### src/rtl/control_sequencer_pkg.sv
// rtl/control_sequencer_pkg.sv - state, opcode and ALU_Op encodings shared by the control sequencer
package control_sequencer_pkg;

    typedef logic [1:0] state_t;

    localparam state_t ST_IDLE  = 2'd0;
    localparam state_t ST_FETCH = 2'd1;
    localparam state_t ST_EXEC  = 2'd2;
    localparam state_t ST_HALT  = 2'd3;

    localparam logic [3:0] OP_NOP  = 4'h0;
    localparam logic [3:0] OP_LDI  = 4'h1;
    localparam logic [3:0] OP_ADDI = 4'h2;
    localparam logic [3:0] OP_SUBI = 4'h3;
    localparam logic [3:0] OP_CLRA = 4'h4;
    localparam logic [3:0] OP_OUT  = 4'h5;
    localparam logic [3:0] OP_JMP  = 4'h6;
    localparam logic [3:0] OP_JZ   = 4'h7;
    localparam logic [3:0] OP_HLT  = 4'hF;

    localparam logic [1:0] ALU_PASS = 2'b00;
    localparam logic [1:0] ALU_ADD  = 2'b01;
    localparam logic [1:0] ALU_SUB  = 2'b10;

    typedef struct packed {
        logic [1:0] alu_op;
        logic       acc_en;
        logic       acc_clr;
        logic       out_en;
    } ctrl_t;

endpackage

### src/rtl/pc_counter.sv
// rtl/pc_counter.sv - 4-bit program counter, Load takes priority over Inc, wraps mod 16
module pc_counter (
    input  logic       CLK,
    input  logic       CLR,
    input  logic       Inc,
    input  logic       Load,
    input  logic [3:0] D,
    output logic [3:0] Q
);

    always_ff @(posedge CLK or negedge CLR) begin
        if (!CLR) begin
            Q <= 4'd0;
        end else if (Load) begin
            Q <= D;
        end else if (Inc) begin
            Q <= Q + 4'd1;
        end
    end

endmodule

### src/rtl/control_sequencer.sv
// rtl/control_sequencer.sv - IDLE/FETCH/EXEC/HALT instruction sequencer for an 8-bit accumulator datapath
// Define SEQ_BRANCH_EN to enable JMP/JZ; otherwise opcodes 6 and 7 are NOPs and Zero is ignored.
module control_sequencer
    import control_sequencer_pkg::*;
(
    input  logic       CLK,
    input  logic       CLR,
    input  logic       Start,
    input  logic [7:0] Instr,
    input  logic       Zero,
    output logic [3:0] Addr,
    output logic [3:0] Imm,
    output logic [1:0] ALU_Op,
    output logic       ACC_En,
    output logic       ACC_Clr,
    output logic       OUT_En,
    output logic       Busy,
    output logic       Halted
);

    state_t     state;
    state_t     state_next;
    logic [7:0] ir;
    logic [3:0] opcode;
    logic [3:0] pc;
    logic       pc_inc;
    logic       pc_load;
    ctrl_t      ctrl;

    assign opcode = ir[7:4];

    always_comb begin
        state_next = state;
        case (state)
            ST_IDLE:  state_next = Start ? ST_FETCH : ST_IDLE;
            ST_FETCH: state_next = ST_EXEC;
            ST_EXEC:  state_next = (opcode == OP_HLT) ? ST_HALT : ST_FETCH;
            default:  state_next = ST_HALT;
        endcase
    end

    always_ff @(posedge CLK or negedge CLR) begin
        if (!CLR) begin
            state <= ST_IDLE;
            ir    <= 8'h00;
        end else begin
            state <= state_next;
            if (state == ST_FETCH) begin
                ir <= Instr;
            end
        end
    end

    assign pc_inc = (state == ST_FETCH);

`ifdef SEQ_BRANCH_EN
    // Zero only steers the PC load, never an output.
    assign pc_load = (state == ST_EXEC) &&
                     ((opcode == OP_JMP) || ((opcode == OP_JZ) && Zero));
`else
    logic unused_zero;
    assign unused_zero = Zero;
    assign pc_load     = 1'b0;
`endif

    pc_counter u_pc (
        .CLK  (CLK),
        .CLR  (CLR),
        .Inc  (pc_inc),
        .Load (pc_load),
        .D    (ir[3:0]),
        .Q    (pc)
    );

    always_comb begin
        ctrl = '0;
        if (state == ST_EXEC) begin
            case (opcode)
                OP_LDI:  begin ctrl.acc_en = 1'b1; ctrl.alu_op = ALU_PASS; end
                OP_ADDI: begin ctrl.acc_en = 1'b1; ctrl.alu_op = ALU_ADD;  end
                OP_SUBI: begin ctrl.acc_en = 1'b1; ctrl.alu_op = ALU_SUB;  end
                OP_CLRA: ctrl.acc_clr = 1'b1;
                OP_OUT:  ctrl.out_en  = 1'b1;
                OP_NOP, OP_JMP, OP_JZ, OP_HLT: ctrl = '0;
                default: ctrl = '0;
            endcase
        end
    end

    assign Addr    = pc;
    assign Imm     = ir[3:0];
    assign ALU_Op  = ctrl.alu_op;
    assign ACC_En  = ctrl.acc_en;
    assign ACC_Clr = ctrl.acc_clr;
    assign OUT_En  = ctrl.out_en;
    assign Busy    = (state == ST_FETCH) || (state == ST_EXEC);
    assign Halted  = (state == ST_HALT);

endmodule

### config.mk
export PLATFORM = sky130hd
export DESIGN_NAME = control_sequencer
export DESIGN_NICKNAME = d
export VERILOG_FILES = /design/src/rtl/control_sequencer_pkg.sv /design/src/rtl/pc_counter.sv /design/src/rtl/control_sequencer.sv
export SDC_FILE = /design/constraint.sdc
export NUM_CORES = 1
export LEC_CHECK = 0
export ABC_AREA = 1
export CAP_MARGIN = 30
export CELL_PAD_IN_SITES_DETAIL_PLACEMENT = 0
export CELL_PAD_IN_SITES_GLOBAL_PLACEMENT = 1
export CORE_MARGIN = 1
export CORE_UTILIZATION = 30
export CTS_CLUSTER_DIAMETER = 150
export CTS_CLUSTER_SIZE = 12
export DETAILED_ROUTE_END_ITERATION = 8
export PLACE_DENSITY_LB_ADDON = 0.1
export REMOVE_ABC_BUFFERS = 1
export SETUP_SLACK_MARGIN = 0.3
export SLEW_MARGIN = 0
export SYNTH_ARGS = -nofsm -noshare
export SYNTH_HDL_FRONTEND = slang
export SYNTH_HIERARCHICAL = 1
export SYNTH_SLANG_ARGS = --single-unit
### constraint.sdc
create_clock -name CLK -period 1.6 [get_ports CLK]
set_input_delay 0.4 -clock CLK [delete_from_list [all_inputs] [get_ports CLK]]
set_output_delay 0.4 -clock CLK [all_outputs]
set_load 0.01 [all_outputs]
==> summary.txt <==
GRT
  • First-pass GRT wire length: 2.849 mm
  • GRT Overall Usage: 0.1449
  • GRT overflow: 0
  • Antenna violations before repair: 0
  • Number of global-route vias before repair: around 680
  • GRT met2 Usage: 0.2201
  • Largest net degree at the start of global routing: 15
  • Met1 Use GR: 0.2007
  • Met3 Use GR: 0.03801
  • GRT Max-Usage Layer: met2

Cells and area
  • Ant. Diodes: 0
  • Layout cells sized above 1: 0.3901
  • Area Overhead vs Synth: 65.27%
  • Reg area: around 350 sq um
  • Non-Filler Instances: 169
  • Area of the multi-input gates: between 400 and 500 sq um
  • Fill count: 235
  • Nets@finish: 160
  • Fin area: between 1000 and 1500 sq um

STA
  • Clock skew: 6.860 ps
  • FMAX: 0.5848 GHz
  • Tmin final: 1710 ps
  • Final setup violating endpoints: 6
  • RSZ-0062 raised after global routing: yes
  • Tcrit/Tclk final: 1.069
  • Max-slew violation count: 0
  • Hold Fails Final Rpt: 0
  • Final setup margin: -110.1 ps

Place
  • DP Area: 1084 sq um
  • Port bufs: 25
  • GP Congestion: between 0.6 and 0.7
  • Detail Placement HPWL: ~1.1 mm
  • Dpl cells: around 160

Setup path
  • CP top delay family: flip-flops
  • Reg2reg start: state[1]$_DFF_PN0_
  • Max FO, Critical Path: 3
  • Data required, critical path: about 1200 ps
  • Critical path, cell by cell: inv_2 -> ha_4 -> inv_2 -> nor2_4 -> nand2_2 -> nor2_1 -> buf_2
  • Cell mode on critical path: inv_2
  • CP Buf/Inv Count: 3
  • Slowest library cell on the worst path: dfrtp_1
  • Setup Crit Path Kind: reg2out
  • Critical Path End Type: primary output
  • Crit-path max cell delay: between 300 and 400 ps
  • Critical Path AT: about 1300 ps
  • Critical Path Start: state[0]$_DFF_PN0_
  • Worst Setup Start Kind: flip-flop

Synth
  • Yosys reg bits: 14
  • Yosys top cell by area: dfrtp_1
  • Proportion of synthesized chip area in sequential cells: 0.4698
  • Synth Cell Area: about 750 sq um
  • Ranking of synthesized cells by area: dfrtp_1 (47%), nand2_1 (12%), ha_1 (8.4%), inv_1 (7.0%), o21ai_0 (6.7%)
  • Yosys cell types: 15
  • Mapped Avg Cell Area: 8.106 sq um
  • Synth warnings: 6
  • Mapped Cells: slightly above 90
  • Area fraction of the dominant cell type after synthesis: 0.4698

Route
  • Number of vias per cell: about 4.2
  • Wire per inst: 9.633 um
  • First-pass detailed-route iteration total: 4
  • Post-route ant nets: 0
  • Initial drt markers: 15
  • Post-Route WL: 1.628 mm
  • Residual DRC: 0
  • DR vias: slightly above 700

Floorplan
  • Core area: about 2300 sq um
  • Initial core utilization: 0.3277
  • I/O Pins: 27
  • Die area: between 2000 and 3000 sq um
  • Die W: between 50 and 60 um
  • Row count: 17
  • Die height: slightly above 50 um

Power
  • VDD IR max: 0.0009200 V
  • Pwr Density: ~1900 nW/um^2
  • Total power: 2.309 mW
  • Leak: 0.6222 nW

Clocking
  • H-Tree Depth: 1
  • CTS tree: done
  • Clock sink count: 14
  • Clk pin slew, worst setup/hold paths: roughly 90 ps
  • CTS Buf Count: 3
  • Worst-case clock buffer depth: 2
  • Clock Tree Root: clkbuf_4
  • Hold_buf cts: 0
  • Skew-Pair Late Insertion Delay: between 200 and 300 ps

Outcome
  • Failing checks: setup timing
  • Outcome: complete, but fails checks

Job
  • # Max-Cap Violations: 0

Worst hold path
  • Hold Path Class: in2async
==> Yosys cell counts <==
library cell   n
nand3_1        4
inv_1         14
ha_1           5
conb_1         1
o21ai_0       10
a21boi_1       1
dfrtp_1       14
o211ai_1       1
nor2_1        11
xnor2_1        1
nand4_1        1
nand2_1       23
buf_4          4
buf_6          1
a22oi_1        1
==> placed cells by master (no fill, tap or decap), types with 2 or more instances in the layout <==
master           count
buf_2               13
buf_4               17
buf_6                5
clkbuf_4             3
clkdlybuf4s50_1     10
conb_1               6
dfrtp_1             14
ha_4                 4
inv_1               10
inv_2                4
nand2_1             20
nand2_2              2
nand3_1              4
nor2_1               7
nor2_2               2
nor2_4               2
o21ai_0              5
o21ai_1              5
==> worst register-to-register path, delay by kind of cell, from the launching register on <==
family                   cells  cell delay (ps)
AO/OA/AOI/OAI                1               70
adder cells (fa/ha/maj)      1              190
buffers and inverters        4              470
flip-flops                   1              370
AND/OR/NAND/NOR              1               90
==> worst paths after layout <==
path,endpoint,slack [ps],depth (start not counted)
max in group asynchronous,ir[5]$_DFFE_PN0P_,1010,2
min reg2reg,state[1]$_DFF_PN0_,560,2
max,ACC_En,-110,7
max reg2reg,state[1]$_DFF_PN0_,310,7
min in group CLK,state[1]$_DFF_PN0_,560,2
min,u_pc/Q[3]$_DFFE_PN0P_,420,2
==> area by class of cell <==
cell class                 count  area share
multi-input combinational     64      0.3310
sequential                    14      0.2843
tap                           28     0.02843
clock buffer                   3     0.01827
timing repair buffer          46      0.2954
inverter                      14     0.04264
==> state kept, by name (all words and copies together), names as in the netlist <==
register and cells:
ir 8, state 2, u_pc/Q 4
==> power by group <==
part	leakage (nW)	total, mW	switching [mW]	internal, mW
registers	0.172	0.653	0.122	0.531
clock network	0.0138	0.203	0.116	0.0871
logic	0.437	1.45	0.675	0.778
total	0.622	2.31	0.913	1.40
==> metrics by stage <==
step | setup slack (ps) | utilization | setup TNS (ps) | hold WS, ps
finish | -110.1 | 0.5415 | -564.0 | 417.8
global route | -197.6 | 0.5415 | -1059 | 431.0
CTS | -128.2 | 0.5239 | -681.9 | 417.6
detailed placement | -298.7 | 0.4761 | -1503 | 538.5
global placement | -282.8 | 0.4761 | -1447 | 531.3
floorplan | 181.7 | - | 0 | 104.4
==> repair_timing <==
action                     in CTS  in global routing
resized for setup              76                 18
pin swaps                       6                  5
setup endpoints to repair      26                 18
setup buffers                   9                  2
==> per-layer routing <==
layer / wire length [um] / vias up
met2: 720 / 15
met3: 74 / 0
met5: 0 / -
met4: 0 / 0
met1: 833 / 315
li1: - / 374
==> cells by family after synthesis <==
| group | share of synthesized area |
|---|---|
| adder cells (fa/ha/maj) | 0.08389 |
| XOR/XNOR | 0.01175 |
| AO/OA/AOI/OAI | 0.09733 |
| AND/OR/NAND/NOR | 0.2064 |
| flip-flops | 0.4698 |
| buffers and inverters | 0.1258 |
| other | 0.005029 |
No activity file was read; power rests on OpenSTA's default activity.
